--- src/rtl/regfile_sb.sv ---
// regfile_sb -- parametrised register file with PC and pending-write scoreboard.
//
// Holds 2**ADDR_W registers of WIDTH bits. Register 0 always reads zero and
// ignores writes and locks. The top register is the program counter: it can
// be written like any other register, or advanced by PC_INC via incr_pc
// (an explicit write to the PC wins over the increment). Each register has a
// pending bit that lock_en sets and a write clears, so decode can stall on
// operands whose producer has not written back yet.
//
// Ports:
//   clk, reset_n          clock; synchronous active-low reset
//   regr0s / regr1s       read selects
//   regr0 / regr1         combinational read data
//   regr0_busy/regr1_busy pending bit of the selected register
//   we, regws, regw       write enable, select, data
//   lock_en, lock_sel     mark a register as pending
//   incr_pc               add PC_INC to the PC
//   pc                    registered PC contents (never bypassed)
//
// There is no FSM; state is the register array (PC included) and pend.

module regfile_sb #(
    parameter int                WIDTH    = 16,
    parameter int                ADDR_W   = 3,
    parameter logic [WIDTH-1:0]  PC_INC   = 2,
    parameter logic [WIDTH-1:0]  PC_RESET = '0,
    parameter bit                BYPASS   = 1'b1
) (
    input  logic              clk,
    input  logic              reset_n,
    input  logic [ADDR_W-1:0] regr0s,
    input  logic [ADDR_W-1:0] regr1s,
    output logic [WIDTH-1:0]  regr0,
    output logic [WIDTH-1:0]  regr1,
    output logic              regr0_busy,
    output logic              regr1_busy,
    input  logic              we,
    input  logic [ADDR_W-1:0] regws,
    input  logic [WIDTH-1:0]  regw,
    input  logic              lock_en,
    input  logic [ADDR_W-1:0] lock_sel,
    input  logic              incr_pc,
    output logic [WIDTH-1:0]  pc
);

    localparam int                N      = 2 ** ADDR_W;
    localparam logic [ADDR_W-1:0] PC_SEL = '1;

    logic [WIDTH-1:0] regs [N];
    logic [N-1:0]     pend;
    logic [N-1:0]     pend_next;
    logic             pc_written;
    logic             byp0;
    logic             byp1;

    assign pc_written = we && (regws == PC_SEL);

    // Clear from a write is applied before the set from a lock, so a lock
    // and write to the same register leave it pending (new producer issued).
    always_comb begin
        pend_next = pend;
        if (we) begin
            pend_next[regws] = 1'b0;
        end
        if (lock_en) begin
            pend_next[lock_sel] = 1'b1;
        end
        pend_next[0] = 1'b0;
    end

    always_ff @(posedge clk) begin
        if (!reset_n) begin
            for (int i = 0; i < N; i++) begin
                regs[i] <= '0;
            end
            regs[N-1] <= PC_RESET;
            pend      <= '0;
        end else begin
            // Increment first; a same-cycle PC write below overrides it.
            if (incr_pc && !pc_written) begin
                regs[N-1] <= regs[N-1] + PC_INC;
            end
            if (we && (regws != '0)) begin
                regs[regws] <= regw;
            end
            pend <= pend_next;
        end
    end

    // Bypass forwards only the write port; the incr_pc path is never forwarded.
    assign byp0 = BYPASS && we && (regws == regr0s) && (regr0s != '0);
    assign byp1 = BYPASS && we && (regws == regr1s) && (regr1s != '0);

    always_comb begin
        if (byp0) begin
            regr0 = regw;
        end else if (regr0s == '0) begin
            regr0 = '0;
        end else begin
            regr0 = regs[regr0s];
        end
    end

    always_comb begin
        if (byp1) begin
            regr1 = regw;
        end else if (regr1s == '0) begin
            regr1 = '0;
        end else begin
            regr1 = regs[regr1s];
        end
    end

    assign regr0_busy = pend[regr0s] && !byp0;
    assign regr1_busy = pend[regr1s] && !byp1;
    assign pc         = regs[N-1];

endmodule

--- config.mk ---
export PLATFORM = sky130hd
export DESIGN_NAME = regfile_sb
export DESIGN_NICKNAME = d
export VERILOG_FILES = /design/src/rtl/regfile_sb.sv
export SDC_FILE = /design/constraint.sdc
export NUM_CORES = 1
export LEC_CHECK = 0
export BUFFER_PORTS_ARGS = -buffer_cell sky130_fd_sc_hd__buf_2
export CELL_PAD_IN_SITES_DETAIL_PLACEMENT = 2
export CELL_PAD_IN_SITES_GLOBAL_PLACEMENT = 2
export CORE_MARGIN = 2
export CORE_UTILIZATION = 38
export DETAILED_ROUTE_END_ITERATION = 12
export PLACE_DENSITY_LB_ADDON = 0.1
export SLEW_MARGIN = 20
export SYNTH_ARGS = -nofsm -noshare
export SYNTH_HDL_FRONTEND = slang
export SYNTH_SLANG_ARGS = --single-unit
--- constraint.sdc ---
create_clock -name clk -period 2.74 [get_ports clk]
set_input_delay 0.822 -clock clk [delete_from_list [all_inputs] [get_ports clk]]
set_output_delay 0.822 -clock clk [all_outputs]
set_load 0.01 [all_outputs]
==> flow_metrics.tcl, run 1 <==
set metrics [dict create \
    antenna_found_initial 1 \
    violations "setup timing" \
    cts_sinks 135 \
    hold_buffers 0 \
    internal_power_uw 4210 \
    rsz0062_at_grt "true" \
    synth_cell_types 44 \
    dr_total_vias 5783 \
    drc_errors 0 \
    cp_data_arrival_time_ps 2240 \
    io_buffers 82 \
    p_seq_frac 0.432 \
    core_area_sq_um 20200 \
    p_clk_frac 0.365 \
    die_w_um 147 \
    leakagePower_uw 0.00380 \
    p_sw_frac 0.280 \
    synthTopCellsByCount "edfxtp_1 (128), and2_1 (97), mux4_2 (66), mux2i_1 (36), o2bb2ai_1 (32)" \
    worstSkewPairLatency_ps 420 \
    drive_above_1_share 0.439 \
    worstHoldPathType "register to register" \
    synth_edf_count 128 \
    cts_root_buf "clkbuf_16" \
    design.portCount 83 \
    overflow 0 \
    rows 52 \
    synth_area_per_cell_sq_um 14.4 \
    yosysMostFrequentCell "edfxtp_1" \
    critPathKind "input port to primary output" \
    dr.pass1.iters 4 \
    power_per_cell_area_nw_per_um2 558 \
    drt_iter0_markers 384 \
    grtUsageTotal 0.281 \
    clock_skew_ps 5.51 \
    worst_slew_pin_slew_ps 1120 \
    die_h_um 147 \
    yosys-top-cells-area "edfxtp_1 (50%), mux4_2 (19%), and2_1 (7.8%), mux2i_1 (4.6%), o2bb2ai_1 (3.6%)" \
    finalSetupViolCount 34 \
    cts_tree "built" \
    via_per_inst 5.90 \
    syn_inst 539 \
    yosysSeqAreaShare 0.513 \
    grt_pass1_vias 6415 \
    yosys.area.top_type "edfxtp_1" \
    gp_congestion 0.822 \
    finalHoldViolations 0 \
    initial_core_util 0.385 \
    irDropWorstVdd_v 0.000449 \
    status "finished, violations left" \
    post-place-cells 928 \
    start_kind "input port" \
    yosys_warnings 0 \
    power.share.combinational 0.203 \
    async_flop_share 0 \
    syn2layout_area_growth_pct 35.1 \
    clkTransAtPathRegs_ps 60 \
    ant_nets 0 \
    syn_area_sq_um 7760 \
    fin_crit_ps 3060 \
    synth-seq-cells 135 \
    synthFlopType "edfxtp_1" \
    pre_cts_slack_ps -353 \
    cp-end-kind "primary output" \
    worstPathMaxFanout 5 \
    n_fill_cell 1896 \
    layout.nets 732 \
    cts_made_buffers 17 \
    worst-endpoint-required_ps 1920 \
    routedWlPerCell_um 31.9 \
    relSlewSlack 0.251 \
    synth_top_area_frac 0.495 \
    ctsLongestPathBuffers 2 \
    stdcell_count 981 \
    die_area_sq_um 21600 \
    grt_pass1_wl_um 43900 \
    fin_crit_sh 1.12 \
    place_hpwl_um 18700 \
    report.final.slew_viol_count 0 \
    grt_max_degree 21 \
    fin_ws_ps -323 \
    p_sw_uw 1640 \
    wl_um 31300 \
    fmax_mhz 326 \
    maxCapViolations 0 \
    holdWs_ps 509 \
    ctsHtreeMaxLevel 4 \
]
==> sequential cells by signal (all words and copies together), names as in the netlist <==
| register | cells |
|---|---|
| regs | 128 |
| pend | 7 |
==> cell type report <==
class / instances / area [sq um] / area share
Timing Repair Buffer: 160 / 1560 / 0.148
Antenna cell: 1 / 2.50 / 0.000239
Clock buffer: 19 / 433 / 0.0413
Multi-Input combinational cell: 372 / 4040 / 0.385
Clock inverter: 12 / 87.6 / 0.00835
Tap cell: 270 / 338 / 0.0322
Inverter: 12 / 45.0 / 0.00429
Sequential cell: 135 / 3980 / 0.380
==> per-stage QoR <==
step / util / instance area, sq um / TNS (ps) / total power, uW
final: 0.520 / 10500 / -8690 / 5850
after global routing: 0.520 / 10500 / -9110 / 6020
after CTS: 0.505 / 10200 / -5690 / 5730
after detailed placement: 0.444 / 8960 / -9790 / 3480
after global placement: 0.444 / 8960 / -8630 / 3430
after floorplan: - / 7820 / -3170 / 3040
==> power by group through the flow <==
stage                     Clock [uW]  Sequential (uW)  Combinational [uW]
after CTS                       2130             2520                1080
after detailed placement           0             2560                 917
after floorplan                    0             2520                 522
after global routing            2240             2540                1240
after global placement             0             2540                 886
final                           2130             2530                1190
==> worst max-delay path, cell delays in order <==
cell and delay [ps]:
buf_6 110, xnor2_2 260, nand3_2 220, a21oi_4 240, buf_12 140, buf_8 120
o2bb2ai_1 150, buf_2 170
==> placed cells by master, fill, tap and decap left out, types with 16 or more instances in the layout <==
master / Yosys / layout
buf_12: 0 / 20
o21ai_0: 23 / 17
buf_4: 7 / 43
nand2_1: 27 / 27
buf_2: 15 / 65
edfxtp_1: 128 / 128
and2_1: 97 / 97
clkbuf_16: 0 / 20
conb_1: 1 / 16
mux2i_1: 36 / 24
buf_6: 5 / 21
mux4_2: 66 / 66
==> logic make-up (layout without fill, tap and decap cells) <==
family                     count (synthesis)  count (layout)  synth area share
xor gates and xnor gates                  17              17            0.0201
muxes                                    102             102             0.238
and+or+nand+nor                          166             166             0.123
other                                      1              17          0.000483
adders and majority gates                  1               1           0.00161
DFF                                      135             135             0.513
buffers and inverters                     47             203            0.0340
AOI/OAI and AO/OA                         70              70            0.0693
==> final timing paths <==
check	from	endpoint	slack, ps	cells past startpoint
max	regws[0]	regr1[13]	-320	8
min reg2reg	pend[1]	pend[1]	510	2
min	pend[1]	pend[1]	510	2
max reg2reg	regs[7][3]	regs[7][14]	850	4
==> timing repair <==
action,CTS,global route
endpoints found under the setup margin,34,34
cloned,6,3
pin swaps,8,5
buffers inserted,10,3
gates resized for setup,85,37
==> metal layers <==
metal / GRT usage / up-vias / share of wire
li1: - / 2420 / -
met1: 0.340 / 3111 / 0.39
met4: 0.0976 / 0 / 0.029
met2: 0.512 / 194 / 0.54
met3: 0.0435 / 58 / 0.043
met5: 0 / - / 0
Note: power is estimated with default switching activity, not from simulation.
==> run 2: changes to the inputs <==
CORE_UTILIZATION = 42   (was 38)
clock period = 3.1 ns   (was 2.74 ns; I/O delays follow)
==> flow_metrics.tcl, run 2 (synthesized netlist as in run 1, its figures left out) <==
set metrics [dict create \
    regMostFlops "regs" \
    ff2ff_path_depth 5 \
    ant_nets 0 \
    die_w_um 140 \
    worstSkewPairLatency_ps 430 \
    grt_pass1_wl_um 43400 \
    reg2reg_to "regs[7][15]" \
    start_kind "input port" \
    leakagePower_uw 0.00369 \
    ctsHtreeMaxLevel 4 \
    power_per_cell_area_nw_per_um2 521 \
    ctsLongestPathBuffers 2 \
    antenna_found_initial 0 \
    rows 49 \
    rsz0062_at_grt "true" \
    syn2layout_area_growth_pct 30.2 \
    place_hpwl_um 18800 \
    top_regs "regs: 128 flops, pend: 7 flops" \
    internal_power_uw 3780 \
    via_per_inst 6.22 \
    fin_crit_ps 3170 \
    worst-endpoint-required_ps 2170 \
    fmax_mhz 315 \
    gp_congestion 0.843 \
    die_area_sq_um 19600 \
    layout.nets 718 \
    cts_made_buffers 17 \
    relSlewSlack 0.527 \
    cts_root_buf "clkbuf_16" \
    report.final.slew_viol_count 0 \
    drt_iter0_markers 474 \
    most-common-layout-cells "edfxtp_1 (128), and2_1 (97), buf_2 (70)" \
    diodes 0 \
    status "finished, violations left" \
    dr_total_vias 5763 \
    post-route-util 0.561 \
    clkTransAtPathRegs_ps 60 \
    grtUsageTotal 0.307 \
    grt_pass1_vias 6408 \
    initial_core_util 0.431 \
    worstPathMaxFanout 6 \
    finalHoldViolations 0 \
    io_buffers 82 \
    r2r_setup_slack_ps 1200 \
    cp-startpoint "regr1s[0]" \
    power.share.combinational 0.185 \
    drc_errors 0 \
    crit_end "regr1[3]" \
    worst_slew_pin_slew_ps 707 \
    cp-end-kind "primary output" \
    cp_data_arrival_time_ps 2240 \
    core_area_sq_um 18000 \
    cts_sinks 135 \
    irDropWorstVdd_v 0.000418 \
    fin_crit_sh 1.02 \
    die_h_um 140 \
    cts_tree "built" \
    critPathKind "input port to primary output" \
    drive_above_1_share 0.439 \
    timing.rr.start "regs[7][2]" \
    p_sw_uw 1490 \
    dr.pass1.iters 5 \
    p_clk_frac 0.390 \
    p_seq_frac 0.425 \
    clock_skew_ps 13.0 \
    largest_reg_flops 128 \
    p_sw_frac 0.283 \
    worstHoldPathType "register to register" \
    design.portCount 83 \
    violations "setup timing" \
    hold_buffers 0 \
    maxCapViolations 0 \
    fin_area_sq_um 10100 \
    overflow 0 \
    routedWlPerCell_um 32.6 \
    fin_ws_ps -71.5 \
    placed_cell_area_sq_um 8910 \
    wl_um 30200 \
    finalSetupViolCount 26 \
    grt_max_degree 22 \
    layout_commonest_cell "edfxtp_1" \
]
-- run 2: worst min-delay path by stage --
stage,endpoint,slack (ps),from,cells past startpoint
final,pend[1],490,pend[1],2
after global routing,pend[1],530,pend[1],2
after CTS,pend[1],510,pend[1],2
after detailed placement,pend[7],500,pend[7],2
after global placement,pend[3],470,pend[3],2
after floorplan,pend[1],460,pend[1],2
-- run 2: worst max-delay path: stages --
cell	delay [ps]
buf_12	130
nor2_4	40
or3_4	400
a21oi_4	280
buf_12	200
o2bb2ai_4	130
buf_6	120
-- run 2: cell type report --
type,count,area [sq um]
Clock buffer,17,425
Tap cell,229,287
Sequential cell,135,3980
Clock inverter,15,151
Timing Repair Buffer,146,1260
Multi-Input combinational cell,372,3960
Fill cell,1642,7910
Inverter,12,45.0
-- run 2: power groups by stage --
stage               combinational, uW  sequential [uW]  clock [uW]
floorplan                         461             2220           0
global placement                  778             2240           0
detailed placement                812             2260           0
CTS                               859             2230        2040
global route                     1020             2250        2130
finish                            975             2240        2060
-- run 2: through the flow --
stage / cells / hold WS, ps / setup WS [ps] / TNS, ps / power (uW)
after global routing: 926 / 530 / -104 / -2260 / 5400
after detailed placement: 884 / 495 / -217 / -4730 / 3070
final: 926 / 495 / -71.5 / -1020 / 5270
after global placement: 884 / 471 / -150 / -3180 / 3020
after floorplan: 554 / 458 / 153 / 0 / 2680
after CTS: 920 / 506 / -20.1 / -122 / 5130
-- run 2: repair_timing --
action,in CTS,in global routing
resized for setup,29,64
endpoints found under the setup margin,33,33
setup buffers,1,6
cloned,3,1
pin swaps,6,6
-- run 2: metal layers --
layer,up-vias,wire length [um],global-route usage
met5,-,0,0
met2,241,15900,0.551
met4,0,1250,0.123
li1,2380,-,-
met1,3051,11500,0.364
met3,91,1510,0.0595
